[src/rtl/mclr5_lsu_sequencer.sv]
// Issues the memory ops of one four-slot bundle one at a time, in slot order,
// on the single data-memory port. The core is stalled until the bundle completes.
module mclr5_lsu_sequencer #(
    parameter int unsigned TIMEOUT_CYCLES = 15,
    parameter int unsigned TIMEOUT_W      = 4
) (
    input  logic         CORE_CLK,
    input  logic         RST,
    input  logic         BUNDLE_VALID,
    input  logic [3:0]   SLOT_EN,
    input  logic [3:0]   SLOT_LOAD_REQ,
    input  logic [3:0]   SLOT_STORE_REQ,
    input  logic [127:0] SLOT_ADDR,
    input  logic [127:0] SLOT_WDATA,
    output logic [31:0]  MEM_ADDR,
    output logic [31:0]  MEM_WDATA,
    output logic         MEM_LOAD_REQ,
    output logic         MEM_STORE_REQ,
    input  logic         MEM_ACK,
    input  logic [31:0]  MEM_RDATA,
    output logic         STALL,
    output logic         BUNDLE_DONE,
    output logic [3:0]   LOAD_VALID,
    output logic [127:0] LOAD_DATA,
    output logic         ERR
);

    localparam logic [1:0] S_IDLE = 2'd0;
    localparam logic [1:0] S_REQ  = 2'd1;
    localparam logic [1:0] S_DONE = 2'd2;
    localparam logic [TIMEOUT_W-1:0] TMO_LIM = TIMEOUT_W'(TIMEOUT_CYCLES);

    logic [1:0]           state_q, state_d;
    logic [3:0]           mask_q, mask_d;
    logic [3:0]           store_q, store_d;
    logic [3:0][31:0]     addr_q, addr_d;
    logic [3:0][31:0]     wdata_q, wdata_d;
    logic [TIMEOUT_W-1:0] cnt_q, cnt_d;
    logic                 tmo_q, tmo_d;
    logic [3:0]           lv_q, lv_d;
    logic [3:0][31:0]     ld_q, ld_d;

    logic [3:0]           pending;
    logic [1:0]           cur_idx;
    logic                 in_req;
    logic                 cur_store;
    logic [3:0]           mask_clr;
    logic [TIMEOUT_W-1:0] cnt_inc;

    assign pending = SLOT_EN & (SLOT_LOAD_REQ | SLOT_STORE_REQ);
    assign in_req  = (state_q == S_REQ);

    // Lowest set mask bit is the oldest unissued slot.
    always_comb begin
        cur_idx = 2'd0;
        for (int i = 3; i >= 0; i--) begin
            if (mask_q[i]) cur_idx = 2'(i);
        end
    end

    assign cur_store = store_q[cur_idx];
    assign mask_clr  = mask_q & ~(4'b0001 << cur_idx);
    assign cnt_inc   = cnt_q + 1'b1;

    always_comb begin
        state_d = state_q;
        mask_d  = mask_q;
        store_d = store_q;
        addr_d  = addr_q;
        wdata_d = wdata_q;
        cnt_d   = cnt_q;
        tmo_d   = tmo_q;
        lv_d    = lv_q;
        ld_d    = ld_q;
        case (state_q)
            S_IDLE: begin
                if (BUNDLE_VALID && (|pending)) begin
                    mask_d  = pending;
                    store_d = SLOT_STORE_REQ & pending;
                    addr_d  = SLOT_ADDR;
                    wdata_d = SLOT_WDATA;
                    lv_d    = '0;
                    ld_d    = '0;
                    cnt_d   = '0;
                    tmo_d   = 1'b0;
                    state_d = S_REQ;
                end
            end
            S_REQ: begin
                // An ack on the limit cycle wins over the timeout.
                if (MEM_ACK) begin
                    mask_d = mask_clr;
                    cnt_d  = '0;
                    if (!cur_store) begin
                        lv_d[cur_idx] = 1'b1;
                        ld_d[cur_idx] = MEM_RDATA;
                    end
                    if (mask_clr == 4'b0000) state_d = S_DONE;
                end else if (cnt_inc == TMO_LIM) begin
                    mask_d  = '0;
                    cnt_d   = '0;
                    tmo_d   = 1'b1;
                    state_d = S_DONE;
                end else begin
                    cnt_d = cnt_inc;
                end
            end
            S_DONE: begin
                tmo_d   = 1'b0;
                state_d = S_IDLE;
            end
            default: state_d = S_IDLE;
        endcase
    end

    always_ff @(posedge CORE_CLK) begin
        if (RST) begin
            state_q <= S_IDLE;
            mask_q  <= '0;
            store_q <= '0;
            addr_q  <= '0;
            wdata_q <= '0;
            cnt_q   <= '0;
            tmo_q   <= 1'b0;
            lv_q    <= '0;
            ld_q    <= '0;
        end else begin
            state_q <= state_d;
            mask_q  <= mask_d;
            store_q <= store_d;
            addr_q  <= addr_d;
            wdata_q <= wdata_d;
            cnt_q   <= cnt_d;
            tmo_q   <= tmo_d;
            lv_q    <= lv_d;
            ld_q    <= ld_d;
        end
    end

    assign STALL         = in_req | ((state_q == S_IDLE) & BUNDLE_VALID & (|pending));
    assign MEM_LOAD_REQ  = in_req & ~cur_store;
    assign MEM_STORE_REQ = in_req & cur_store;
    assign MEM_ADDR      = in_req ? addr_q[cur_idx] : 32'h0;
    assign MEM_WDATA     = (in_req && cur_store) ? wdata_q[cur_idx] : 32'h0;
    assign BUNDLE_DONE   = (state_q == S_DONE);
    assign ERR           = (state_q == S_DONE) & tmo_q;
    assign LOAD_VALID    = lv_q;
    assign LOAD_DATA     = ld_q;

endmodule

[config.mk]
export PLATFORM = sky130hd
export DESIGN_NAME = mclr5_lsu_sequencer
export DESIGN_NICKNAME = d
export VERILOG_FILES = /design/src/rtl/mclr5_lsu_sequencer.sv
export SDC_FILE = /design/constraint.sdc
export NUM_CORES = 1
export LEC_CHECK = 0
export ABC_AREA = 1
export CAP_MARGIN = 20
export CORE_AREA = 2 2 195 197
export CTS_CLUSTER_DIAMETER = 150
export DETAILED_ROUTE_END_ITERATION = 10
export DIE_AREA = 0 0 197 199
export PLACE_DENSITY_LB_ADDON = 0.2
export SKIP_CTS_REPAIR_TIMING = 1
export SYNTH_ARGS = -nofsm -noshare
export SYNTH_HDL_FRONTEND = slang
export SYNTH_SLANG_ARGS = --single-unit
export TNS_END_PERCENT = 30
[constraint.sdc]
create_clock -name CORE_CLK -period 4.3 [get_ports CORE_CLK]
set_clock_uncertainty 0.05 [all_clocks]
set_input_delay 0.86 -clock CORE_CLK [delete_from_list [all_inputs] [get_ports CORE_CLK]]
set_output_delay 0.86 -clock CORE_CLK [all_outputs]
set_load 0.02 [all_outputs]
==> reports/metrics.yaml <==
outcome:
  result_of_the_run: "completed"
layout:
  flow.area_growth_from_synthesis_pct: 39.6
  num-nets-final: 3014
  leading_cell_type_in_the_layout_fill_and_taps_excluded: "sky130_fd_sc_hd__nor2_1"
  mostFrequentLayoutCells: "sky130_fd_sc_hd__nor2_1, sky130_fd_sc_hd__clkdlybuf4s50_1, sky130_fd_sc_hd__dfxtp_1"
  post_route_cells_drive_above_1_share_pct: 4.30
  finalInstanceArea_um2: 23300
  final-instance-count-excl-fill: 3227
sta:
  finalHoldViolCount: 0
  final_min_period_over_clock_period_pct: 95.5
  relSlewSlack_pct: 44.0
  aggregate_negative_setup_slack_ps: 0
  final-max-slew-violation-count: 0
  worst-slew-pin-transition_ps: 839
  fin_crit_ps: 4110
  setup_viol: 0
  fmax_ghz: 0.244
  grt_setup_unrepaired: "no"
route:
  via_count: 17300
  totalWireLength_um: 58500
  post_drt_via_cell_ratio: 5.35
  detailed_router_iteration_count_before_antenna_repair: 5
  routed_wire_length_per_instance_um: 18.1
  post-route-drc-count: 0
  ant_nets: 0
  drtIter0Drc: 1233
yosys:
  postSynthAreaPerCell_um2: 7.18
  synth_cell_types: 28
  synth-seq-cells: 403
  synth_top_flop_cell: "sky130_fd_sc_hd__dfxtp_1"
  yosysSeqAreaShare_pct: 48.4
  synth_enable_flop_cells: 0
  async_flop_share_pct: 0
  synthesis.area_um2: 16700
  post_synth_inst_count: 2324
  syn_nets: 2630
  yosysWarnings: 0
placed_design:
  place_hpwl_um: 39100
  dpl.cell_count: 3137
  port_buffers: 504
  place_congestion: 0.882
  place_area_um2: 21700
floorplanning:
  floorplan.initialDensity_pct: 44.9
  die_area_um2: 39200
  fp.dieH_um: 199
  top_level_port_count: 505
  width_of_the_die_um: 197
  row_count: 71
  core_region_area_um2: 37100
flow_run:
  maxCapViolations: 0
pwr:
  vdd_ir_drop_max_v: 0.000257
  power_density_nw_per_um2: 439
  p_leak_uw: 0.00889
worst_setup_path:
  crit_path_end_kind: "output port"
  cp.arrival_ps: 3200
  critPathTopFamily: "buffers and inverters"
  timing.reg2reg.setup_slack_ps: 1140
  r2r.worst_path.cells: 13
  critical_path_required_ps: 3390
  timing.critical_path.from: "mask_q[0]"
  crit_path_cell_trace: "nor2_2, nand2_1, clkinv_2, nand2_1, nand2_1, inv_2, nand3_4, a41oi_1, clkdlybuf4s50_1"
  critical_path_peak_fanout: 36
  critPathCapture: "MEM_WDATA[11]"
  r2r-end: "LOAD_DATA[86]"
  critPathBufInv: 3
  most_frequent_cp_cell: "sky130_fd_sc_hd__nand2_1"
  path_depth: 9
  worst_path_largest_cell_delay_ps: 670
  cpMaxStageDelayCell: "sky130_fd_sc_hd__clkdlybuf4s50_1"
  reg2reg_from: "mask_q[0]"
  category_of_the_most_critical_setup_path: "reg -> out"
  worstSetupStartpointType: "register"
cts:
  htree_levels: 2
  cts_tree: "done"
  cts-root-to-sink-buffers: 3
  clock_sinks: 403
  cts_inserted_buffers: 43
  clk_pin_slew_ps: 60
  worst_skew_pair.late_latency_ps: 540
  clock-root-buffer: "sky130_fd_sc_hd__clkbuf_16"
grt:
  track_usage_pct: 28.8
  grt_overflow_total: 0
  grt_pass1_wl_um: 89300
  first_global_vias: 16500
  antenna_found_initial: 21
  largest_net_degree_at_the_start_of_global_routing: 184
min_path:
  min-delay-path-class: "reg -> reg"
[synthesized netlist by cell type (3+ instances only)]
master                     instances  share of area, %
sky130_fd_sc_hd__nor2_1          554                12
sky130_fd_sc_hd__dfxtp_1         403                48
sky130_fd_sc_hd__nand2_1         400               9.0
sky130_fd_sc_hd__o21ai_0         269               8.1
sky130_fd_sc_hd__a21oi_1         181               5.4
sky130_fd_sc_hd__nand4_1         161               6.0
sky130_fd_sc_hd__clkbuf_1        108               2.4
sky130_fd_sc_hd__inv_1            91               2.0
sky130_fd_sc_hd__buf_2            61               1.8
sky130_fd_sc_hd__a22o_1           20               1.1
sky130_fd_sc_hd__nand3_1          14              0.42
sky130_fd_sc_hd__a41oi_1          12              0.63
sky130_fd_sc_hd__buf_6            11              0.74
sky130_fd_sc_hd__buf_1             9              0.20
sky130_fd_sc_hd__inv_2             6              0.14
sky130_fd_sc_hd__buf_4             4              0.18
sky130_fd_sc_hd__nand2_2           3              0.11
[worst min-delay path: stages, from the launching register on]
cell and delay (ps):
sky130_fd_sc_hd__dfxtp_1 310, sky130_fd_sc_hd__inv_1 50, sky130_fd_sc_hd__a21oi_1 50
[routing by layer]
metal  global-route usage (%)  wire [um]  share of wire, %  vias up
met5                        0        121              0.21        -
met4                     16.0       2840               4.8       18
met3                     7.29       4690               8.0      171
met2                     48.8      28200                48      701
met1                     33.3      22700                39     7944
li1                         -          -                 -     8438
[flip-flops by register name, indices dropped and copies added (netlist names)]
register,cells
store_q,4
LOAD_VALID,4
wdata_q,128
tmo_q,1
addr_q,128
cnt_q,4
LOAD_DATA,128
mask_q,4
state_q,2
[worst min path at each step]
stage             startpoint             to  slack [ps]  cells past startpoint
6_report       LOAD_VALID[0]  LOAD_VALID[0]         400                      2
3_5_place_dp   LOAD_VALID[0]  LOAD_VALID[0]         390                      2
2_1_floorplan          tmo_q          tmo_q         380                      2
4_1_cts        LOAD_VALID[0]  LOAD_VALID[0]         400                      2
5_1_grt        LOAD_VALID[0]  LOAD_VALID[0]         410                      2
3_3_place_gp   LOAD_VALID[2]  LOAD_VALID[2]         390                      2
[through the flow]
stage	hold slack [ps]	utilization [%]	setup WS, ps	total power, uW
3_3_place_gp	391	58.6	704	6330
2_1_floorplan	385	-	1750	5530
3_5_place_dp	390	58.6	630	6370
5_1_grt	412	62.7	16.8	10700
6_report	402	62.7	194	10200
4_1_cts	400	62.6	26.4	10300
[kinds of logic after synthesis]
kind of cell | synth area share, %
and+or+nand+nor | 28.4
xor gates and xnor gates | 0.105
AOI/OAI and AO/OA | 15.4
adders and majority gates | 0.150
DFF | 48.4
buffers and inverters | 7.57
[report_power, final]
group          switching (uW)  internal (uW)
clock network            1540           2370
logic                    1370            747
registers                 161           4040
total                    3070           7160
[final cells by class]
cell class              instances  area, um^2
fillers                      3366       13800
flip-flops and latches        403        8070
multi-input cells            1631        7370
repair buffers                532        5340
clock buffers                  62        1280
well taps                     474         593
inverters                      97         383
clock inverters                16         223
diodes                         12        30.0
No activity file was read; power rests on OpenSTA's default activity.
